### src/rtl/token_rr_dispatcher_if.sv
// ---------------------------------------------------------------------------
// token_rr_dispatcher_if
// Bundles the token stream, the per-lane request/grant lines and the weight
// configuration handshake of the weighted round-robin token dispatcher.
//
// Signals
//   a           serial token input, 1 = one token this cycle
//   req         per-lane enable, lane may receive tokens while high
//   b           one-hot token output, same cycle as a
//   drop        token arrived while no lane was enabled
//   cfg_valid   weight write request
//   cfg_ready   weight write can be accepted this cycle
//   cfg_ch      lane index to configure
//   cfg_weight  new weight for cfg_ch
//   owner       current round-robin pointer (registered)
//
// Modports
//   master  the token source / configuring agent
//   slave   the dispatcher itself
// ---------------------------------------------------------------------------
interface token_rr_dispatcher_if #(
   parameter int N_OUT = 4,
   parameter int W_W   = 4
);

   localparam int CH_W = $clog2(N_OUT);

   logic             a;
   logic [N_OUT-1:0] req;
   logic [N_OUT-1:0] b;
   logic             drop;
   logic             cfg_valid;
   logic             cfg_ready;
   logic [CH_W-1:0]  cfg_ch;
   logic [W_W-1:0]   cfg_weight;
   logic [CH_W-1:0]  owner;

   modport master (
      output a, req, cfg_valid, cfg_ch, cfg_weight,
      input  b, drop, cfg_ready, owner
   );

   modport slave (
      input  a, req, cfg_valid, cfg_ch, cfg_weight,
      output b, drop, cfg_ready, owner
   );

endinterface

### src/rtl/token_rr_dispatcher.sv
// ---------------------------------------------------------------------------
// token_rr_dispatcher
// Weighted round-robin scheduler sharing one serial token stream among N_OUT
// requesters. Every token goes to exactly one enabled lane; the owning lane
// keeps ownership for its weight's worth of consecutive tokens and then
// ownership rotates to the next lane. Lanes with req low are skipped, and a
// lane that drops req mid-turn forfeits the rest of its turn.
//
// Parameters
//   N_OUT  number of lanes (>= 2)
//   W_W    weight width, weight 0 behaves like weight 1
//
// Ports
//   clk    clock
//   rst    synchronous active-high reset
//   link   token_rr_dispatcher_if.slave (a, req, b, drop, cfg_*, owner)
// ---------------------------------------------------------------------------
module token_rr_dispatcher #(
   parameter int N_OUT = 4,
   parameter int W_W   = 4
) (
   input logic                  clk,
   input logic                  rst,
   token_rr_dispatcher_if.slave link
);

   localparam int CH_W = $clog2(N_OUT);

   // Round-robin pointer, tokens already given to ptr this turn, lane weights
   logic [CH_W-1:0] ptr;
   logic [W_W-1:0]  cnt;
   logic [W_W-1:0]  weight [N_OUT];

   logic [CH_W-1:0] grant;
   logic [CH_W-1:0] next_ptr;
   logic [W_W-1:0]  next_cnt;
   logic [W_W-1:0]  used;
   logic [W_W-1:0]  weff;
   logic            any_req;
   logic            token;
   logic            cfg_in_range;
   logic            cfg_accept;

   assign any_req = |link.req;
   assign token   = !rst && link.a && any_req;

   // Grant selection: the current owner keeps the token while it still
   // requests; otherwise the first requesting lane found walking forward
   // from the owner (wrapping round) takes it. When no lane requests the
   // result is irrelevant because nothing is granted.
   always_comb begin
      int              idx;
      logic [CH_W-1:0] idx_sel;
      logic            found;
      grant   = ptr;
      found   = 1'b0;
      idx     = 0;
      idx_sel = '0;
      for (int k = 0; k < N_OUT; k++) begin
         idx = int'(ptr) + k;
         if (idx >= N_OUT) begin
            idx = idx - N_OUT;
         end
         idx_sel = CH_W'(idx);
         if (!found && link.req[idx_sel]) begin
            grant = idx_sel;
            found = 1'b1;
         end
      end
   end

   // Turn bookkeeping for a granted token. A token to a lane other than
   // the pointer starts a fresh turn for that lane. When the lane reaches
   // its effective weight the turn ends and the pointer moves past it;
   // otherwise the lane becomes (or stays) the owner with the new count.
   always_comb begin
      weff     = (weight[grant] == '0) ? W_W'(1) : weight[grant];
      used     = (grant == ptr) ? cnt + W_W'(1) : W_W'(1);
      next_ptr = grant;
      next_cnt = used;
      if (used == weff) begin
         next_ptr = (int'(grant) == N_OUT - 1) ? '0 : grant + CH_W'(1);
         next_cnt = '0;
      end
   end

   // Token output: one-hot grant while a token is present and some lane
   // requests; everything is held low during reset.
   always_comb begin
      link.b = '0;
      if (token) begin
         link.b[grant] = 1'b1;
      end
   end

   assign link.drop  = !rst && link.a && !any_req;
   assign link.owner = ptr;

   // A lane's weight may not change while that lane is part-way through a
   // turn, so the write waits until the turn has finished. Indices beyond
   // the last lane are accepted and simply discarded.
   assign link.cfg_ready = !rst && !((link.cfg_ch == ptr) && (cnt != '0));
   assign cfg_in_range   = int'(link.cfg_ch) < N_OUT;
   assign cfg_accept     = link.cfg_valid && link.cfg_ready && cfg_in_range;

   // State update. The token in the same cycle as an accepted weight write
   // is scheduled with the old weight; the new weight counts from the next
   // cycle because both are registered at the same edge.
   always_ff @(posedge clk) begin
      if (rst) begin
         ptr <= '0;
         cnt <= '0;
         for (int i = 0; i < N_OUT; i++) begin
            weight[i] <= W_W'(1);
         end
      end else begin
         if (token) begin
            ptr <= next_ptr;
            cnt <= next_cnt;
         end
         if (cfg_accept) begin
            weight[link.cfg_ch] <= link.cfg_weight;
         end
      end
   end

   // At most one lane ever receives a given token, and a token is never
   // both granted and dropped.
   a_onehot_b : assert property (@(posedge clk) $onehot0(link.b));
   a_b_drop_exclusive : assert property (@(posedge clk) !((|link.b) && link.drop));

endmodule

### src/flat_wrapper.sv
// flat-port wrapper written by rule: the top's interface ports become plain ports
module token_rr_dispatcher_flat 
#(
   parameter int N_OUT = 4,
   parameter int W_W   = 4
)
  (clk, rst, link_a, link_req, link_cfg_valid, link_cfg_ch, link_cfg_weight, link_b, link_drop, link_cfg_ready, link_owner);
  token_rr_dispatcher_if #(.N_OUT(N_OUT), .W_W(W_W)) link_i ();
  input logic clk;
  input logic rst;
  input wire logic [$bits(link_i.a)-1:0] link_a;
  input wire logic [$bits(link_i.req)-1:0] link_req;
  input wire logic [$bits(link_i.cfg_valid)-1:0] link_cfg_valid;
  input wire logic [$bits(link_i.cfg_ch)-1:0] link_cfg_ch;
  input wire logic [$bits(link_i.cfg_weight)-1:0] link_cfg_weight;
  output wire logic [$bits(link_i.b)-1:0] link_b;
  output wire logic [$bits(link_i.drop)-1:0] link_drop;
  output wire logic [$bits(link_i.cfg_ready)-1:0] link_cfg_ready;
  output wire logic [$bits(link_i.owner)-1:0] link_owner;
  assign link_i.a = link_a;
  assign link_i.req = link_req;
  assign link_i.cfg_valid = link_cfg_valid;
  assign link_i.cfg_ch = link_cfg_ch;
  assign link_i.cfg_weight = link_cfg_weight;
  assign link_b = link_i.b;
  assign link_drop = link_i.drop;
  assign link_cfg_ready = link_i.cfg_ready;
  assign link_owner = link_i.owner;
  token_rr_dispatcher #(.N_OUT(N_OUT), .W_W(W_W)) u_core (.clk(clk), .rst(rst), .link(link_i));
endmodule
### config.mk
export PLATFORM = sky130hd
export DESIGN_NAME = token_rr_dispatcher_flat
export DESIGN_NICKNAME = d
export VERILOG_FILES = /design/src/rtl/token_rr_dispatcher_if.sv /design/src/rtl/token_rr_dispatcher.sv /design/src/flat_wrapper.sv
export SDC_FILE = /design/constraint.sdc
export NUM_CORES = 1
export LEC_CHECK = 0
export BUFFER_PORTS_ARGS = -buffer_cell sky130_fd_sc_hd__clkbuf_2
export CAP_MARGIN = 25
export CORE_MARGIN = 2
export CORE_UTILIZATION = 54
export CTS_BUF_LIST = sky130_fd_sc_hd__clkbuf_8
export CTS_CLUSTER_SIZE = 14
export DETAILED_ROUTE_END_ITERATION = 8
export GPL_TIMING_DRIVEN = 0
export PLACE_DENSITY = 0.84
export SETUP_SLACK_MARGIN = 0.15
export SYNTH_ARGS = -nofsm -noshare
export SYNTH_HDL_FRONTEND = slang
export SYNTH_SLANG_ARGS = --single-unit
### constraint.sdc
create_clock -name clk -period 2.4 [get_ports clk]
set_input_delay 0.12 -clock clk [delete_from_list [all_inputs] [get_ports clk]]
set_output_delay 0.12 -clock clk [all_outputs]
set_load 0.02 [all_outputs]
## Word-level counts from Yosys, hierarchy flattened

Memories as Yosys holds them, arrays and structs flattened.
Index checks and enable logic that the tools add are counted.

| word-level totals | value |
|---|---|
| bits in registers | 6 |
| bits in writable memories | 16 |
| input bits | 14 |
| word-level logic and storage cells | 81 |
| memories | 1 |

| cells by class | value |
|---|---|
| add/sub/neg operators | 9 |
| magnitude comparators | 10 |
| eq/ne operators | 4 |
| muxes and demuxes | 35 |
| reduce and logical (&&, ||, !) cells | 20 |

Memory list:

| memory | depth | bits a word | read ports | clocked after Yosys merged registers in | write ports | line | text |
|---|---|---|---|---|---|---|---|
| u_core.weight | 4 | 4 | 1 | 0 | 4 | token_rr_dispatcher.sv:32 | `logic [W_W-1:0] weight [N_OUT];` |

Operator list:

| kind | count |
|---|---|
| $mux 2 | 11 |
| $mux 4 | 5 |
| $lt 2x3->1 const B | 5 |
| $mux 1 | 14 |
| $logic_and 1x1->1 | 10 |
| $ge 3x3->1 const B | 3 |
| $bmux 1 s2 | 4 |
| $reduce_or 4->1 | 2 |
| $sub 2x1->2 const B | 4 |
| $add 2x2->3 const B | 2 |
| $logic_not 1->1 | 6 |
| $add 4x1->4 const B | 1 |
| $eq 2x2->1 | 2 |
| $eq 4x4->1 | 1 |
| $logic_not 4->1 | 1 |
| $reduce_bool 4->1 | 1 |
| $add 2x1->3 const B | 1 |
| $ge 2x3->1 const B | 1 |
| $add 2x1->2 const B | 1 |
| $demux 1 s2 | 1 |
| $eq 2x1->1 const B | 1 |
| $ge 2x1->1 const B | 1 |

## Longest topological paths before layout

| logic depth | value |
|---|---|
| word-level depth | 19 |
| mapped depth | 12 |

## Least setup slack after synthesis

OpenSTA, ideal clock, no wires.

| timing path | value |
|---|---|
| path kind | reg2reg |
| from | register u_core.ptr[0], in the netlist u_core.link.owner[0] |
| to | register u_core.ptr[1], in the netlist u_core.link.owner[1] |
| arrival | 2.653 ns |
| data required time | 2.314 ns |
| slack | -0.339 ns |
| cell stages (with the launch flop) | 13 |
| path buffers | 2 |
| clock period less this slack | 2.739 ns |
| cells stage by stage | dfxtp_1 buf_2 nor2b_4 or4_4 buf_6 nand2_8 inv_4 a211oi_2 nor3_1 a211o_1 a211o_4 mux2i_1 a211oi_1 |

| on the way | value |
|---|---|
| cells in the longest elaborated chain, start to end | 19 |

RTL lines:

| item | line | text |
|---|---|---|
| from (decl) | token_rr_dispatcher.sv:30 | `logic [CH_W-1:0] ptr;` |
| from (signal assigned) | token_rr_dispatcher.sv:118 | `ptr <= next_ptr;` |
| parallel branches: the longest is 18 deep, another holds $add 2x1->3 | -- |  |
| $mux 2 (*) | token_rr_dispatcher.sv:81 | `if (used == weff) begin` |

Mark *: on every way between the ends. The select of a mux whose other input is x is not followed.
A chain may end at the register's enable or synchronous reset.

## Worst setup path after layout

| timing path | value |
|---|---|
| from | register u_core.ptr[1], in the netlist u_core.link.owner[1] |
| to | register u_core.ptr[1], in the netlist u_core.link.owner[1] |

Same word-level chain as after synthesis.

==> impl_metrics.prom <==
# TYPE chip_impl_metric gauge
chip_impl_metric{name="layout_min_cycle_time",unit="ns"} 2.81
chip_impl_metric{name="cp.required",unit="ns"} 2.59
chip_impl_metric{name="cts.hold.buffers_added",unit=""} 0
chip_impl_metric{name="grt_start_max_net_pins",unit=""} 14
chip_impl_info{name="violations",value="negative setup slack"} 1
chip_impl_metric{name="power",unit="mW"} 1.23
chip_impl_metric{name="hold-path-cell-count",unit=""} 2
chip_impl_info{name="type_of_the_worst_setup_path",value="reg2reg"} 1
chip_impl_metric{name="globalRouteTotalUtil",unit="%"} 26.2
chip_impl_metric{name="antenna_found_initial",unit=""} 0
chip_impl_metric{name="synth_top_area_share",unit="%"} 30.0
chip_impl_metric{name="initial_utilization",unit="%"} 57.6
chip_impl_metric{name="floorplan_die_width",unit="µm"} 58.5
chip_impl_metric{name="edff_count_synth",unit=""} 16
chip_impl_metric{name="routed_wirelength",unit="µm"} 4290
chip_impl_metric{name="max-slew-margin-rel",unit="%"} 53.0
chip_impl_metric{name="wire_per_inst",unit="µm"} 18.2
chip_impl_info{name="synth_top_cell_by_area",value="edfxtp_1"} 1
chip_impl_metric{name="port_buffers",unit=""} 18
chip_impl_metric{name="fp.coreArea",unit="µm²"} 2780
chip_impl_metric{name="finalSetupViolCount",unit=""} 7
chip_impl_info{name="hp-start",value="link_cfg_weight[0]"} 1
chip_impl_info{name="synth_top_cells_by_area",value="edfxtp_1, dfxtp_1, and2_1"} 1
chip_impl_metric{name="grt_pass1_wl",unit="µm"} 6800
chip_impl_metric{name="synthArstFlopShare",unit="%"} 0
chip_impl_metric{name="vias_per_cell",unit=""} 6.55
chip_impl_metric{name="path_clk_slew",unit="ns"} 0.09
chip_impl_metric{name="cp_data_arrival_time",unit="ns"} 3.00
chip_impl_metric{name="total_number_of_yosys_warnings",unit=""} 0
chip_impl_info{name="post-synth-top-count-cell",value="edfxtp_1"} 1
chip_impl_metric{name="areal_power_density_over_the_cells",unit="nW/µm²"} 586
chip_impl_metric{name="first_pass_iters",unit=""} 4
chip_impl_metric{name="netlist_instances",unit=""} 171
chip_impl_metric{name="syn_area_per_cell",unit="µm²"} 9.37
chip_impl_info{name="hold_path_end",value="u_core.weight[1][0]$_SDFFCE_PN1P_"} 1
chip_impl_metric{name="num_vias",unit=""} 1540
chip_impl_metric{name="synth.ff_latch_count",unit=""} 22
chip_impl_metric{name="fmax",unit="GHz"} 0.355
chip_impl_metric{name="htree_levels",unit=""} 1
chip_impl_metric{name="die_height",unit="µm"} 58.5
chip_impl_info{name="rsz0062_at_grt",value="true"} 1
chip_impl_metric{name="ff_latch_area",unit="µm²"} 604
chip_impl_metric{name="numCtsBuffers",unit=""} 3
chip_impl_metric{name="place.detailed.hpwl",unit="µm"} 2730
chip_impl_metric{name="multi_input_logic_area",unit="µm²"} 1060
chip_impl_info{name="synth_flop_cell",value="edfxtp_1"} 1
chip_impl_metric{name="irDropWorstVdd",unit="mV"} 0.548
chip_impl_metric{name="cts_sinks",unit=""} 22
chip_impl_metric{name="design.final.nets",unit=""} 225
chip_impl_metric{name="final_cell_area",unit="µm²"} 2090
chip_impl_metric{name="drive_gt1_share",unit="%"} 37.7
chip_impl_metric{name="via_count_of_the_first_global_routing_pass",unit=""} 1460
chip_impl_metric{name="drtIter0Drc",unit=""} 109
chip_impl_metric{name="ys_types",unit=""} 51
chip_impl_metric{name="cell_depth_of_the_worst_flop_to_flop_path",unit=""} 12
chip_impl_metric{name="placed_area",unit="µm²"} 1770
chip_impl_info{name="worstSetupEndpointType",value="flop"} 1
chip_impl_metric{name="io_pins",unit=""} 22
chip_impl_info{name="worst_r2r_endpoint",value="u_core.link.owner[1]$_SDFFE_PP0P_"} 1
chip_impl_metric{name="drt_drc_violations_left",unit=""} 0
chip_impl_metric{name="reg2reg_slack",unit="ns"} -0.41
chip_impl_metric{name="core.rowCount",unit=""} 19
chip_impl_metric{name="cts_buffer_depth",unit=""} 2
chip_impl_metric{name="final.setup_skew",unit="ns"} 0.00624
chip_impl_info{name="holdCritPathClass",value="in2reg"} 1
chip_impl_info{name="critPathLaunchType",value="flop"} 1
chip_impl_metric{name="timing.hold.ws",unit="ns"} 0.175
chip_impl_metric{name="mappedNetlistNets",unit=""} 191
chip_impl_info{name="root_buffer",value="clkbuf_8"} 1
chip_impl_info{name="status",value="finished, violations left"} 1
chip_impl_metric{name="maxCapViolCount",unit=""} 0
chip_impl_metric{name="num_antenna_cells",unit=""} 0
chip_impl_metric{name="syn_area",unit="µm²"} 1600
chip_impl_metric{name="die-area",unit="µm²"} 3420
chip_impl_metric{name="final.fill_count",unit=""} 186
chip_impl_metric{name="post-route-period-util",unit="%"} 117
chip_impl_metric{name="timing.critical_path.fanout_max",unit=""} 5
chip_impl_metric{name="clkLatencyLatePin",unit="ns"} 0.27
chip_impl_metric{name="power_leakage",unit="nW"} 0.839
chip_impl_metric{name="synth-seq-area-share",unit="%"} 37.5
chip_impl_info{name="reg2reg_from",value="u_core.link.owner[1]$_SDFFE_PP0P_"} 1
chip_impl_info{name="netlist_top_cells_count",value="edfxtp_1, and2_1, nand3_1, nand2_1, nor2_1"} 1
chip_impl_metric{name="drtAntennaViolNets",unit=""} 0
chip_impl_metric{name="hold_viol",unit=""} 0
chip_impl_info{name="cts_tree",value="done"} 1
chip_impl_metric{name="areaGrowthSynthToFinish",unit="%"} 30.7
chip_impl_metric{name="timing_worst_slew_pin_value",unit="ns"} 0.705
chip_impl_metric{name="final_max_slew_viol_count",unit=""} 0
chip_impl_metric{name="post-route-worst-setup-slack",unit="ns"} -0.413
chip_impl_metric{name="gp_routability_congestion",unit=""} 0.926
chip_impl_metric{name="gr-total-overflow",unit=""} 0
## placed cells by master (no fill, tap or decap), types with 3 or more instances in the layout
master    Yosys  layout
edfxtp_1     16      16
o21ai_1       3       3
clkbuf_2      0      14
nand2_1      10      10
buf_4         0      10
dfxtp_2       0       3
nor2b_1       3       3
nor2_1        9       7
nand2b_1      6       6
dfxtp_1       6       3
a21oi_1       7       7
buf_6         2       4
or2_2         3       3
nor3_1        6       6
and3_1        4       4
nand3_2       0       6
xnor2_1       3       3
inv_1         4       4
o21ai_0       6       6
clkbuf_8      0       6
nand3_1      11       5
and2_1       15      14
ha_1          6       6
## state kept, by name (all words and copies together) (netlist names)
register / flops
u_core.weight: 16
u_core.link.owner: 2
u_core.cnt: 4
## worst max-delay path, stage by stage (launching register included)
cell      delay, ns
dfxtp_2        0.33
buf_6          0.12
and3b_1        0.20
or4_4          0.48
buf_8          0.17
nand2_8        0.07
inv_8          0.05
a211oi_4       0.30
or3_4          0.19
o221ai_2       0.08
a211o_4        0.37
mux2i_1        0.14
a211oi_1       0.22
## layout make-up
type / count / area share (%)
clock inverter: 1 / 1.43
timing repair buffer: 29 / 10.8
multi-input combinational: 135 / 50.5
inverter: 6 / 1.43
sequential: 22 / 28.9
buffer: 8 / 3.17
tap: 31 / 1.85
clock buffer: 3 / 1.97
## metrics by stage
step	TNS [ns]	util, %	std cells	setup WS, ns
after CTS	-1.46	73.1	233	-0.317
after floorplan	-0.396	-	171	-0.164
after global routing	-2.56	75.3	235	-0.492
after detailed placement	-1.38	63.7	220	-0.340
after global placement	-0.997	63.7	220	-0.247
final	-2.05	75.3	235	-0.413
## report_power, final
part	switching (mW)	total [mW]	internal [mW]	leakage (nW)
logic	0.245	0.432	0.188	0.597
registers	0.0125	0.441	0.429	0.206
clock network	0.129	0.352	0.223	0.0357
## worst max-delay path by stage
stage,from,to,slack [ns],depth (start not counted)
3_3_place_gp,u_core.link.owner[1]$_SDFFE_PP0P_,u_core.link.owner[1]$_SDFFE_PP0P_,-0.25,12
2_1_floorplan,u_core.link.owner[1]$_SDFFE_PP0P_,u_core.link.owner[1]$_SDFFE_PP0P_,-0.16,12
3_5_place_dp,u_core.link.owner[1]$_SDFFE_PP0P_,u_core.link.owner[1]$_SDFFE_PP0P_,-0.34,11
5_1_grt,u_core.link.owner[1]$_SDFFE_PP0P_,u_core.link.owner[1]$_SDFFE_PP0P_,-0.49,12
4_1_cts,u_core.link.owner[1]$_SDFFE_PP0P_,u_core.link.owner[1]$_SDFFE_PP0P_,-0.32,12
6_report,u_core.link.owner[1]$_SDFFE_PP0P_,u_core.link.owner[1]$_SDFFE_PP0P_,-0.41,12
## repair_timing
item                                    CTS  global route
pin swaps                                 3             3
endpoints found under the setup margin   18            25
resized for setup                        23            12
cloned                                    1             0
buffers inserted                          8             2
## cells by family after synthesis
family                   share of synthesized area [%]
AO/OA/AOI/OAI                                     18.8
adder cells (fa/ha/maj)                           4.69
XOR/XNOR                                          2.73
AND/OR/NAND/NOR                                   30.3
flip-flops                                        37.5
multiplexers                                      1.25
buffers and inverters                             4.69
## routing by layer
metal / GRT usage [%] / wire, µm
met1: 32.0 / 1610
met2: 45.3 / 2140
met3: 7.25 / 397
met4: 7.64 / 135
met5: 0 / 0
No activity file was read; power rests on OpenSTA's default activity.
